$ cat config.mk
export PLATFORM = sky130hd
export DESIGN_NAME = float_fixed_conv_arbiter_flat
export DESIGN_NICKNAME = d
export VERILOG_FILES = /design/src/rtl/float_fixed_conv_arbiter_if.sv /design/src/rtl/float_fixed_conv_arbiter.sv /design/src/flat_wrapper.sv
export SDC_FILE = /design/constraint.sdc
export NUM_CORES = 1
export LEC_CHECK = 0
export ABC_AREA = 1
export ABC_CLOCK_PERIOD_IN_PS = 2700
export BUFFER_PORTS_ARGS = -buffer_cell sky130_fd_sc_hd__buf_2
export CORE_ASPECT_RATIO = 1.2
export CORE_MARGIN = 3
export CORE_UTILIZATION = 48
export CTS_CLUSTER_DIAMETER = 40
export DETAILED_ROUTE_END_ITERATION = 12
export PLACE_DENSITY = 0.91
export REMOVE_ABC_BUFFERS = 1
export SYNTH_ARGS = -nofsm -noshare
export SYNTH_HDL_FRONTEND = slang
export SYNTH_SLANG_ARGS = --single-unit
$ cat constraint.sdc
create_clock -name clk -period 2.7 [get_ports clk]
set_clock_uncertainty 0.2 [all_clocks]
set_input_delay 0.81 -clock clk [delete_from_list [all_inputs] [get_ports clk]]
set_output_delay 0.81 -clock clk [all_outputs]
set_load 0.02 [all_outputs]
$ cat src/rtl/float_fixed_conv_arbiter_if.sv
// Request/response and converter-side signals of the shared float->fixed converter arbiter.
// The arbiter uses the slave modport; requesters and the converter model use master.
interface float_fixed_conv_arbiter_if #(
    parameter int N_REQ = 4,
    parameter int ID_W  = 2
);
    logic [N_REQ-1:0]    req_valid;
    logic [32*N_REQ-1:0] req_data;
    logic [N_REQ-1:0]    req_ready;
    logic [N_REQ-1:0]    rsp_valid;
    logic [21:0]         rsp_data;
    logic                rsp_err;
    logic                conv_enable;
    logic [31:0]         conv_data;
    logic                conv_done;
    logic [21:0]         conv_result;
    logic                busy;
    logic [ID_W-1:0]     active_id;

    modport slave (
        input  req_valid, req_data, conv_done, conv_result,
        output req_ready, rsp_valid, rsp_data, rsp_err,
               conv_enable, conv_data, busy, active_id
    );

    modport master (
        output req_valid, req_data, conv_done, conv_result,
        input  req_ready, rsp_valid, rsp_data, rsp_err,
               conv_enable, conv_data, busy, active_id
    );
endinterface

$ cat src/rtl/float_fixed_conv_arbiter.sv
// Round-robin arbiter sharing one float->fixed converter; grant->response 2 edges with a 1-edge done.
// No queuing: one conversion in flight, losers hold req_valid until req_ready; hung converter times out.
module float_fixed_conv_arbiter #(
    parameter int N_REQ   = 4,
    parameter int ID_W    = 2,
    parameter int TIMEOUT = 15
) (
    input  logic                             clk,
    input  logic                             rst_n,
    float_fixed_conv_arbiter_if.slave        bus
);

    typedef enum logic [1:0] {ST_IDLE, ST_WAIT, ST_DRAIN} state_t;

    state_t              state_q, state_d;
    logic [ID_W-1:0]     ptr_q, ptr_d;
    logic [7:0]          cnt_q, cnt_d;
    logic                enable_q, enable_d;
    logic [31:0]         data_q, data_d;
    logic [ID_W-1:0]     id_q, id_d;
    logic [N_REQ-1:0]    ready_q, ready_d;
    logic [N_REQ-1:0]    rsp_vld_q, rsp_vld_d;
    logic [21:0]         rsp_dat_q, rsp_dat_d;
    logic                rsp_err_q, rsp_err_d;
    logic                busy_q, busy_d;

    logic [31:0]         req_word [N_REQ];
    logic [ID_W-1:0]     scan_idx;
    logic [ID_W-1:0]     grant_id;
    logic [ID_W-1:0]     next_ptr;
    logic                grant_found;

    for (genvar g = 0; g < N_REQ; g++) begin : g_unpack
        assign req_word[g] = bus.req_data[32*g +: 32];
    end

    // Scan from the highest offset down so the last hit is the first valid at or after ptr.
    always_comb begin
        grant_found = 1'b0;
        grant_id    = '0;
        scan_idx    = '0;
        for (int i = N_REQ - 1; i >= 0; i--) begin
            scan_idx = ID_W'((int'(ptr_q) + i) % N_REQ);
            if (bus.req_valid[scan_idx]) begin
                grant_found = 1'b1;
                grant_id    = scan_idx;
            end
        end
        next_ptr = ID_W'((int'(grant_id) + 1) % N_REQ);
    end

    always_comb begin
        state_d   = state_q;
        ptr_d     = ptr_q;
        cnt_d     = cnt_q;
        enable_d  = enable_q;
        data_d    = data_q;
        id_d      = id_q;
        ready_d   = '0;
        rsp_vld_d = '0;
        rsp_dat_d = rsp_dat_q;
        rsp_err_d = rsp_err_q;
        unique case (state_q)
            ST_IDLE: begin
                // A done still high from the previous job blocks new grants.
                if (!bus.conv_done && grant_found) begin
                    data_d            = req_word[grant_id];
                    id_d              = grant_id;
                    ready_d[grant_id] = 1'b1;
                    enable_d          = 1'b1;
                    ptr_d             = next_ptr;
                    cnt_d             = '0;
                    state_d           = ST_WAIT;
                end
            end
            ST_WAIT: begin
                if (bus.conv_done) begin
                    rsp_dat_d       = bus.conv_result;
                    rsp_vld_d[id_q] = 1'b1;
                    rsp_err_d       = 1'b0;
                    enable_d        = 1'b0;
                    state_d         = ST_DRAIN;
                end else if (cnt_q == 8'(TIMEOUT - 1)) begin
                    rsp_dat_d       = '0;
                    rsp_vld_d[id_q] = 1'b1;
                    rsp_err_d       = 1'b1;
                    enable_d        = 1'b0;
                    state_d         = ST_DRAIN;
                end else begin
                    cnt_d = cnt_q + 8'd1;
                end
            end
            ST_DRAIN: begin
                enable_d = 1'b0;
                if (!bus.conv_done) begin
                    state_d = ST_IDLE;
                end
            end
            default: state_d = ST_IDLE;
        endcase
        busy_d = (state_d != ST_IDLE);
    end

    always_ff @(posedge clk or negedge rst_n) begin
        if (!rst_n) begin
            state_q   <= ST_IDLE;
            ptr_q     <= '0;
            cnt_q     <= '0;
            enable_q  <= 1'b0;
            data_q    <= '0;
            id_q      <= '0;
            ready_q   <= '0;
            rsp_vld_q <= '0;
            rsp_dat_q <= '0;
            rsp_err_q <= 1'b0;
            busy_q    <= 1'b0;
        end else begin
            state_q   <= state_d;
            ptr_q     <= ptr_d;
            cnt_q     <= cnt_d;
            enable_q  <= enable_d;
            data_q    <= data_d;
            id_q      <= id_d;
            ready_q   <= ready_d;
            rsp_vld_q <= rsp_vld_d;
            rsp_dat_q <= rsp_dat_d;
            rsp_err_q <= rsp_err_d;
            busy_q    <= busy_d;
        end
    end

    assign bus.req_ready   = ready_q;
    assign bus.rsp_valid   = rsp_vld_q;
    assign bus.rsp_data    = rsp_dat_q;
    assign bus.rsp_err     = rsp_err_q;
    assign bus.conv_enable = enable_q;
    assign bus.conv_data   = data_q;
    assign bus.busy        = busy_q;
    assign bus.active_id   = id_q;

endmodule

$ cat src/flat_wrapper.sv
// flat-port wrapper written by rule: the top's interface ports become plain ports
module float_fixed_conv_arbiter_flat 
#(
    parameter int N_REQ   = 4,
    parameter int ID_W    = 2,
    parameter int TIMEOUT = 15
)
  (clk, rst_n, bus_req_valid, bus_req_data, bus_conv_done, bus_conv_result, bus_req_ready, bus_rsp_valid, bus_rsp_data, bus_rsp_err, bus_conv_enable, bus_conv_data, bus_busy, bus_active_id);
  float_fixed_conv_arbiter_if #(.N_REQ(N_REQ), .ID_W(ID_W)) bus_i ();
  input  logic clk;
  input  logic rst_n;
  input wire logic [$bits(bus_i.req_valid)-1:0] bus_req_valid;
  input wire logic [$bits(bus_i.req_data)-1:0] bus_req_data;
  input wire logic [$bits(bus_i.conv_done)-1:0] bus_conv_done;
  input wire logic [$bits(bus_i.conv_result)-1:0] bus_conv_result;
  output wire logic [$bits(bus_i.req_ready)-1:0] bus_req_ready;
  output wire logic [$bits(bus_i.rsp_valid)-1:0] bus_rsp_valid;
  output wire logic [$bits(bus_i.rsp_data)-1:0] bus_rsp_data;
  output wire logic [$bits(bus_i.rsp_err)-1:0] bus_rsp_err;
  output wire logic [$bits(bus_i.conv_enable)-1:0] bus_conv_enable;
  output wire logic [$bits(bus_i.conv_data)-1:0] bus_conv_data;
  output wire logic [$bits(bus_i.busy)-1:0] bus_busy;
  output wire logic [$bits(bus_i.active_id)-1:0] bus_active_id;
  assign bus_i.req_valid = bus_req_valid;
  assign bus_i.req_data = bus_req_data;
  assign bus_i.conv_done = bus_conv_done;
  assign bus_i.conv_result = bus_conv_result;
  assign bus_req_ready = bus_i.req_ready;
  assign bus_rsp_valid = bus_i.rsp_valid;
  assign bus_rsp_data = bus_i.rsp_data;
  assign bus_rsp_err = bus_i.rsp_err;
  assign bus_conv_enable = bus_i.conv_enable;
  assign bus_conv_data = bus_i.conv_data;
  assign bus_busy = bus_i.busy;
  assign bus_active_id = bus_i.active_id;
  float_fixed_conv_arbiter #(.N_REQ(N_REQ), .ID_W(ID_W), .TIMEOUT(TIMEOUT)) u_core (.clk(clk), .rst_n(rst_n), .bus(bus_i));
endmodule
==> results of run 1 <==
## kinds of logic (layout without fill, tap and decap cells)
family / after synthesis / after routing / synth area share
DFF: 79 / 79 / 0.399
buffers and inverters: 189 / 407 / 0.152
xor gates and xnor gates: 6 / 6 / 0.0106
adders and majority gates: 10 / 10 / 0.0253
and+or+nand+nor: 390 / 390 / 0.338
AOI/OAI and AO/OA: 48 / 48 / 0.0748
## stage by stage
stage	hold WS (ns)	setup TNS, ns	utilization	instances	total power, mW
after detailed placement	0.261	0	0.621	1051	7.59
after global routing	0.295	0	0.651	1066	9.60
after floorplan	0.314	-22.21	-	685	5.63
after global placement	0.257	0	0.621	1051	7.47
after CTS	0.279	0	0.651	1066	8.81
final	0.276	0	0.651	1066	8.76
## metal layers
metal,vias up,wire length [um],track usage
met2,237,6630,0.408
met3,35,1050,0.0397
met4,0,397,0.100
met5,-,0,0
li1,2652,-,-
met1,2236,5490,0.279
## where the power goes
| group | switching, mW | leakage, nW | total, mW | internal (mW) |
|---|---|---|---|---|
| sequential | 0.296 | 1.00 | 1.98 | 1.69 |
| combinational | 3.60 | 3.00 | 5.58 | 1.98 |
| clock | 0.437 | 0.145 | 1.20 | 0.759 |
| total | 4.34 | 4.15 | 8.76 | 4.42 |
## worst max-delay path, stage by stage (launching register included)
cell	delay, ns
dfrtp_1	0.46
inv_2	0.18
nand2_1	0.07
nand2_1	0.11
nand2_1	0.08
nand2_2	0.09
inv_2	0.06
nand2_1	0.05
nand2_1	0.06
nand2_2	0.10
nand2_2	0.09
buf_12	0.18
or2_1	0.25
nand3_1	0.07
nand3_1	0.09
## layout make-up
type,instances,area (sq um),share of cell area
clock inverter,3,42.5,0.00650
multi-input combinational,454,2230,0.341
tap,126,158,0.0241
clock buffer,12,256,0.0392
timing repair buffer,240,1310,0.200
inverter,152,571,0.0871
sequential,79,1980,0.302
## placed cells by master (no fill, tap or decap), types with 2 or more instances in the layout
cell type,instances
buf_2,222
nand4_1,5
nand2_1,227
inv_2,3
xor2_1,4
buf_12,5
ha_1,10
nand3_1,127
a22o_1,22
inv_1,148
a21oi_1,8
clkbuf_16,9
nor2_1,15
clkbuf_8,2
xnor2_1,2
o31ai_1,7
o211ai_1,5
or2_1,5
buf_4,13
o21ai_0,2
nand2_2,3
nor3_1,5
dfrtp_1,79
## registers in the layout, summed over array words and instances (netlist names)
register / count
u_core.bus.rsp_data: 22
u_core.bus.active_id: 2
u_core.bus.conv_enable: 1
u_core.bus.busy: 1
u_core.bus.rsp_valid: 4
u_core.bus.conv_data: 32
u_core.state_q: 2
u_core.cnt_q: 8
u_core.bus.req_ready: 4
u_core.bus.rsp_err: 1
u_core.ptr_q: 2
## final timing paths
check	endpoint	cells after the start	startpoint
worst max register to register	u_core.bus.conv_data[28]	14	u_core.ptr_q[0]
worst min register to register	u_core.bus.conv_data[16]	2	u_core.bus.conv_data[16]
max in group asynchronous	u_core.bus.rsp_data[2]	2	rst_n
worst min-delay path	u_core.cnt_q[3]	1	rst_n
worst max-delay path	u_core.bus.conv_data[28]	14	u_core.ptr_q[0]
min in group clk	u_core.bus.conv_data[16]	2	u_core.bus.conv_data[16]
==> reports/results.ini, run 1 <==
[run_status]
status = finished clean

[min_path]
hold_class = input port to async pin

[synthesis]
ys_top_cells_by_count = nand2_1, inv_1, nand3_1
yosys.cell_types.count = 29
synth_most_common_cell = nand2_1
yosysSeqAreaShare = 0.399
netlist_instances = 722
avgSynthCellArea_sq_um = 6.86
synth_enable_flop_cells = 0
ys_ff_latch = 79
yosys_warnings = 0
yosysTopAreaCell = dfrtp_1
synth_async_sr_flop_share = 1.00
ys.flop_type = dfrtp_1
netlist_area_sq_um = 4950
synth_top_area_frac = 0.399
ys_top_cells_by_area = dfrtp_1, nand2_1, nand3_1, inv_1, a22o_1

[global_route]
grt_pass1_wl_um = 21700
grt_overflow = 0
grt_max_degree = 65
grt_pass1_vias = 4779
grt_usage = 0.231
antenna_found_initial = 0

[cts]
cts_buffers = 9
post_cts_buffers = 0
insertion_delay_ns = 0.32
hold_buffers = 0
cts_resized = 0
htreeDepth = 3
clk_pin_slew_ns = 0.06
root_buffer = clkbuf_16
clock_sinks = 79
clk_path_buf_depth = 2
cts_tree = yes

[layout]
syn2layout_area_growth_pct = 32.2
final_area_sq_um = 6550
final_nets = 1103
layout.filler_cells = 889
antenna_cells = 0
layout-drive-gt1-share = 0.282

[detailed_routing]
routed_wl_um = 13600
drt_first_pass_iters = 7
drt-wirelength-per-cell_um = 12.7
via_count = 5160
drc_errors = 0
drt_iter0_markers = 210
drt.antenna.violating_nets = 0
viasPerCell = 4.84

[timing]
max_clock_freq_ghz = 0.434
rsz0062_at_grt = false
timing.final.crit_share = 0.854
max_slew_margin = 0.553
slew_viol_final = 0
final-hold-violation-count = 0
timing.final.ws_setup_ns = 0.393
finalSetupViolCount = 0
finalCriticalPeriod_ns = 2.31
tightest_slew_ns = 0.670

[worst_setup_path]
critPathCaptureType = flip-flop
regToRegSetupSlack_ns = 0.39
critical_path_class = flip-flop to flip-flop
critPathMaxFanout = 64
arrival_ns = 2.30
crit_path_start_kind = flip-flop
critical_path_required_ns = 2.69

[floorplan]
core_area_sq_um = 10100
die-height_um = 117
num_rows = 40
dieArea_sq_um = 11600
die_x_um = 98.7
start_util = 0.492
ioPinCount = 224

[power]
vdd_drop_max_uv = 931
leakagePower_nw = 4.15
power_density_nw_per_um2 = 1340

[placed_design]
hpwlAfterDp_um = 10500
dpl_cell_area_sq_um = 6250
pre_cts_slack_ns = 0.103
io_buffers = 223
place.gp.congestion = 0.876

[flow_run]
maxCapViolCount = 0

Note: power is estimated with default switching activity, not from simulation.
==> inputs of run 2 (changes only) <==
--- a/config.mk
+++ b/config.mk
@@ -8,13 +8,13 @@
 export ABC_AREA = 1
 export ABC_CLOCK_PERIOD_IN_PS = 2700
 export BUFFER_PORTS_ARGS = -buffer_cell sky130_fd_sc_hd__buf_2
-export CORE_ASPECT_RATIO = 1.2
 export CORE_MARGIN = 3
 export CORE_UTILIZATION = 48
 export CTS_CLUSTER_DIAMETER = 40
 export DETAILED_ROUTE_END_ITERATION = 12
 export PLACE_DENSITY = 0.91
 export REMOVE_ABC_BUFFERS = 1
+export SLEW_MARGIN = 5
 export SYNTH_ARGS = -nofsm -noshare
 export SYNTH_HDL_FRONTEND = slang
 export SYNTH_SLANG_ARGS = --single-unit
==> reports/results.ini, run 2 (synthesized netlist as in run 1, its figures left out) <==
[layout]
final_area_sq_um = 6440  ; -1.7%
fin_util = 0.650  ; -0.00125
largest_reg_flops = 32  ; unchanged
syn2layout_area_growth_pct = 30.0
layout-drive-gt1-share = 0.282  ; unchanged
final_nets = 1102  ; -0.091%
final_common_cell = nand2_1
antenna_cells = 0  ; unchanged
layout_common_cells = nand2_1, buf_2, inv_1

[worst_setup_path]
reg2reg_from = u_core.ptr_q[0]
critPathCaptureType = flip-flop
r2r-end = u_core.bus.conv_data[29]
crit_path_start_kind = flip-flop
r2r_cells = 14  ; unchanged
critical_path_required_ns = 2.71  ; +0.02 ns
critPathMaxFanout = 36  ; -44%
regToRegSetupSlack_ns = 0.36  ; -0.03 ns
critical_path_class = flip-flop to flip-flop
arrival_ns = 2.35  ; +0.05 ns

[placed_design]
dpl_cell_area_sq_um = 6260  ; +0.22%
io_buffers = 223  ; unchanged
pre_cts_slack_ns = 0.133  ; +0.0299 ns
hpwlAfterDp_um = 10800  ; +3.0%
place.gp.congestion = 0.845  ; -3.6%

[power]
switching_share = 0.519  ; +0.0240
vdd_drop_max_uv = 908  ; -2.4%
leakagePower_nw = 4.08  ; -1.5%
combPwrFrac = 0.671  ; +0.034
p_switching_mw = 4.37  ; +0.71%
seq_power_share = 0.235  ; +0.009
power_density_nw_per_um2 = 1310  ; -2.3%
intPower_mw = 4.04  ; -8.5%
design_power_total_mw = 8.41  ; -3.9%
clkPwrFrac = 0.093  ; -0.044

[detailed_routing]
routed_wl_um = 14100  ; +4.2%
drc_errors = 0  ; unchanged
drt-wirelength-per-cell_um = 13.2  ; +3.5%
drt.antenna.violating_nets = 0  ; unchanged
viasPerCell = 4.86  ; +0.39%
drt_iter0_markers = 285  ; +36%
via_count = 5214  ; +1.0%
drt_first_pass_iters = 7  ; unchanged

[global_route]
grt_usage = 0.244  ; +0.0129
grt_pass1_vias = 4861  ; +1.7%
grt_overflow = 0  ; unchanged
grt_max_degree = 55  ; -15%
antenna_found_initial = 0  ; unchanged
grt_pass1_wl_um = 22700  ; +4.7%

[floorplan]
die-height_um = 108  ; -8.3%
core_area_sq_um = 9910  ; -1.5%
die_x_um = 108  ; +9.0%
ioPinCount = 224  ; unchanged
dieArea_sq_um = 11600  ; about the same
num_rows = 36  ; -10%
start_util = 0.500  ; +0.00746

[timing]
timing.final.ws_setup_ns = 0.364  ; -0.0297 ns
finalSetupViolCount = 0  ; unchanged
tightest_slew_ns = 0.683  ; +0.0129 ns
timing.final.crit_share = 0.865  ; +0.0110
max_clock_freq_ghz = 0.428  ; -1.3%
slew_viol_final = 0  ; unchanged
finalCriticalPeriod_ns = 2.34  ; +0.0297 ns
rsz0062_at_grt = false
final-hold-violation-count = 0  ; unchanged
max_slew_margin = 0.544  ; -0.00861

[cts]
htreeDepth = 3  ; unchanged
post_cts_buffers = 0  ; unchanged
clk_pin_slew_ns = 0.08  ; +0.02 ns
cts_tree = yes
hold_buffers = 0  ; unchanged
root_buffer = clkbuf_8
clk_path_buf_depth = 2  ; unchanged
cts_buffers = 9  ; unchanged
clock_sinks = 79  ; unchanged
cts_resized = 0  ; unchanged
insertion_delay_ns = 0.34  ; +0.02 ns

[run_status]
status = finished clean

[flow_run]
maxCapViolCount = 0  ; unchanged

[min_path]
hold_class = input port to async pin

==> run 2: changes by cell type in the layout (fill, tap and decap cells not counted), sizes merged <==
cell | before | now
bufinv | 1 | 0
buf | 240 | 239
clkinvlp | 1 | 2
clkinv | 2 | 4
clkbuf | 12 | 11
==> run 2: layout make-up <==
type	instances	area, sq um
fill	905	3470
multi-input combinational	454	2230
sequential	79	1980
timing repair buffer	239	1310
inverter	152	571
tap	133	166
clock buffer	11	141
clock inverter	5	33.8
==> run 2: worst max-delay path by stage <==
stage | from | end | slack, ns
3_5_place_dp | bus_req_valid[0] | u_core.bus.conv_data[3] | 0.13
3_3_place_gp | bus_req_valid[0] | u_core.bus.conv_data[6] | 0.18
6_report | u_core.ptr_q[0] | u_core.bus.conv_data[29] | 0.36
4_1_cts | u_core.ptr_q[0] | u_core.bus.conv_data[29] | 0.38
5_1_grt | u_core.ptr_q[0] | u_core.bus.conv_data[3] | 0.14
2_1_floorplan | bus_req_valid[0] | u_core.ptr_q[1] | -0.75
==> run 2: power by group through the flow <==
stage	combinational [mW]	sequential [mW]	clock [mW]
6_report	5.65	1.98	0.785
5_1_grt	6.35	2.03	0.864
3_5_place_dp	5.67	1.99	0
4_1_cts	5.69	1.98	0.808
3_3_place_gp	5.53	1.99	0
2_1_floorplan	3.14	2.50	0
==> run 2: critical path, cell delays in order, from the launching register on <==
cell and delay, ns:
dfrtp_1 0.47, inv_2 0.19, nand2_1 0.07, nand2_1 0.08, nand2_1 0.08, nand2_2 0.11, inv_2 0.07, nand2_1 0.06
nand2_1 0.07, nand2_2 0.10, nand2_2 0.12, buf_12 0.19, or2_1 0.21, nand3_1 0.08, nand3_1 0.09
==> run 2: per-layer routing <==
| metal | global-route usage | share of wire | up-vias |
|---|---|---|---|
| li1 | - | - | 2653 |
| met1 | 0.301 | 0.40 | 2297 |
| met2 | 0.410 | 0.48 | 233 |
| met3 | 0.0498 | 0.086 | 31 |
| met4 | 0.109 | 0.031 | 0 |
| met5 | 0 | 0 | - |
==> run 2: stage by stage <==
step	setup TNS [ns]	std cells	hold slack, ns
after global routing	0	1073	0.294
after detailed placement	0	1057	0.260
after floorplan	-22.21	685	0.314
after CTS	0	1073	0.263
final	0	1073	0.252
after global placement	0	1057	0.257
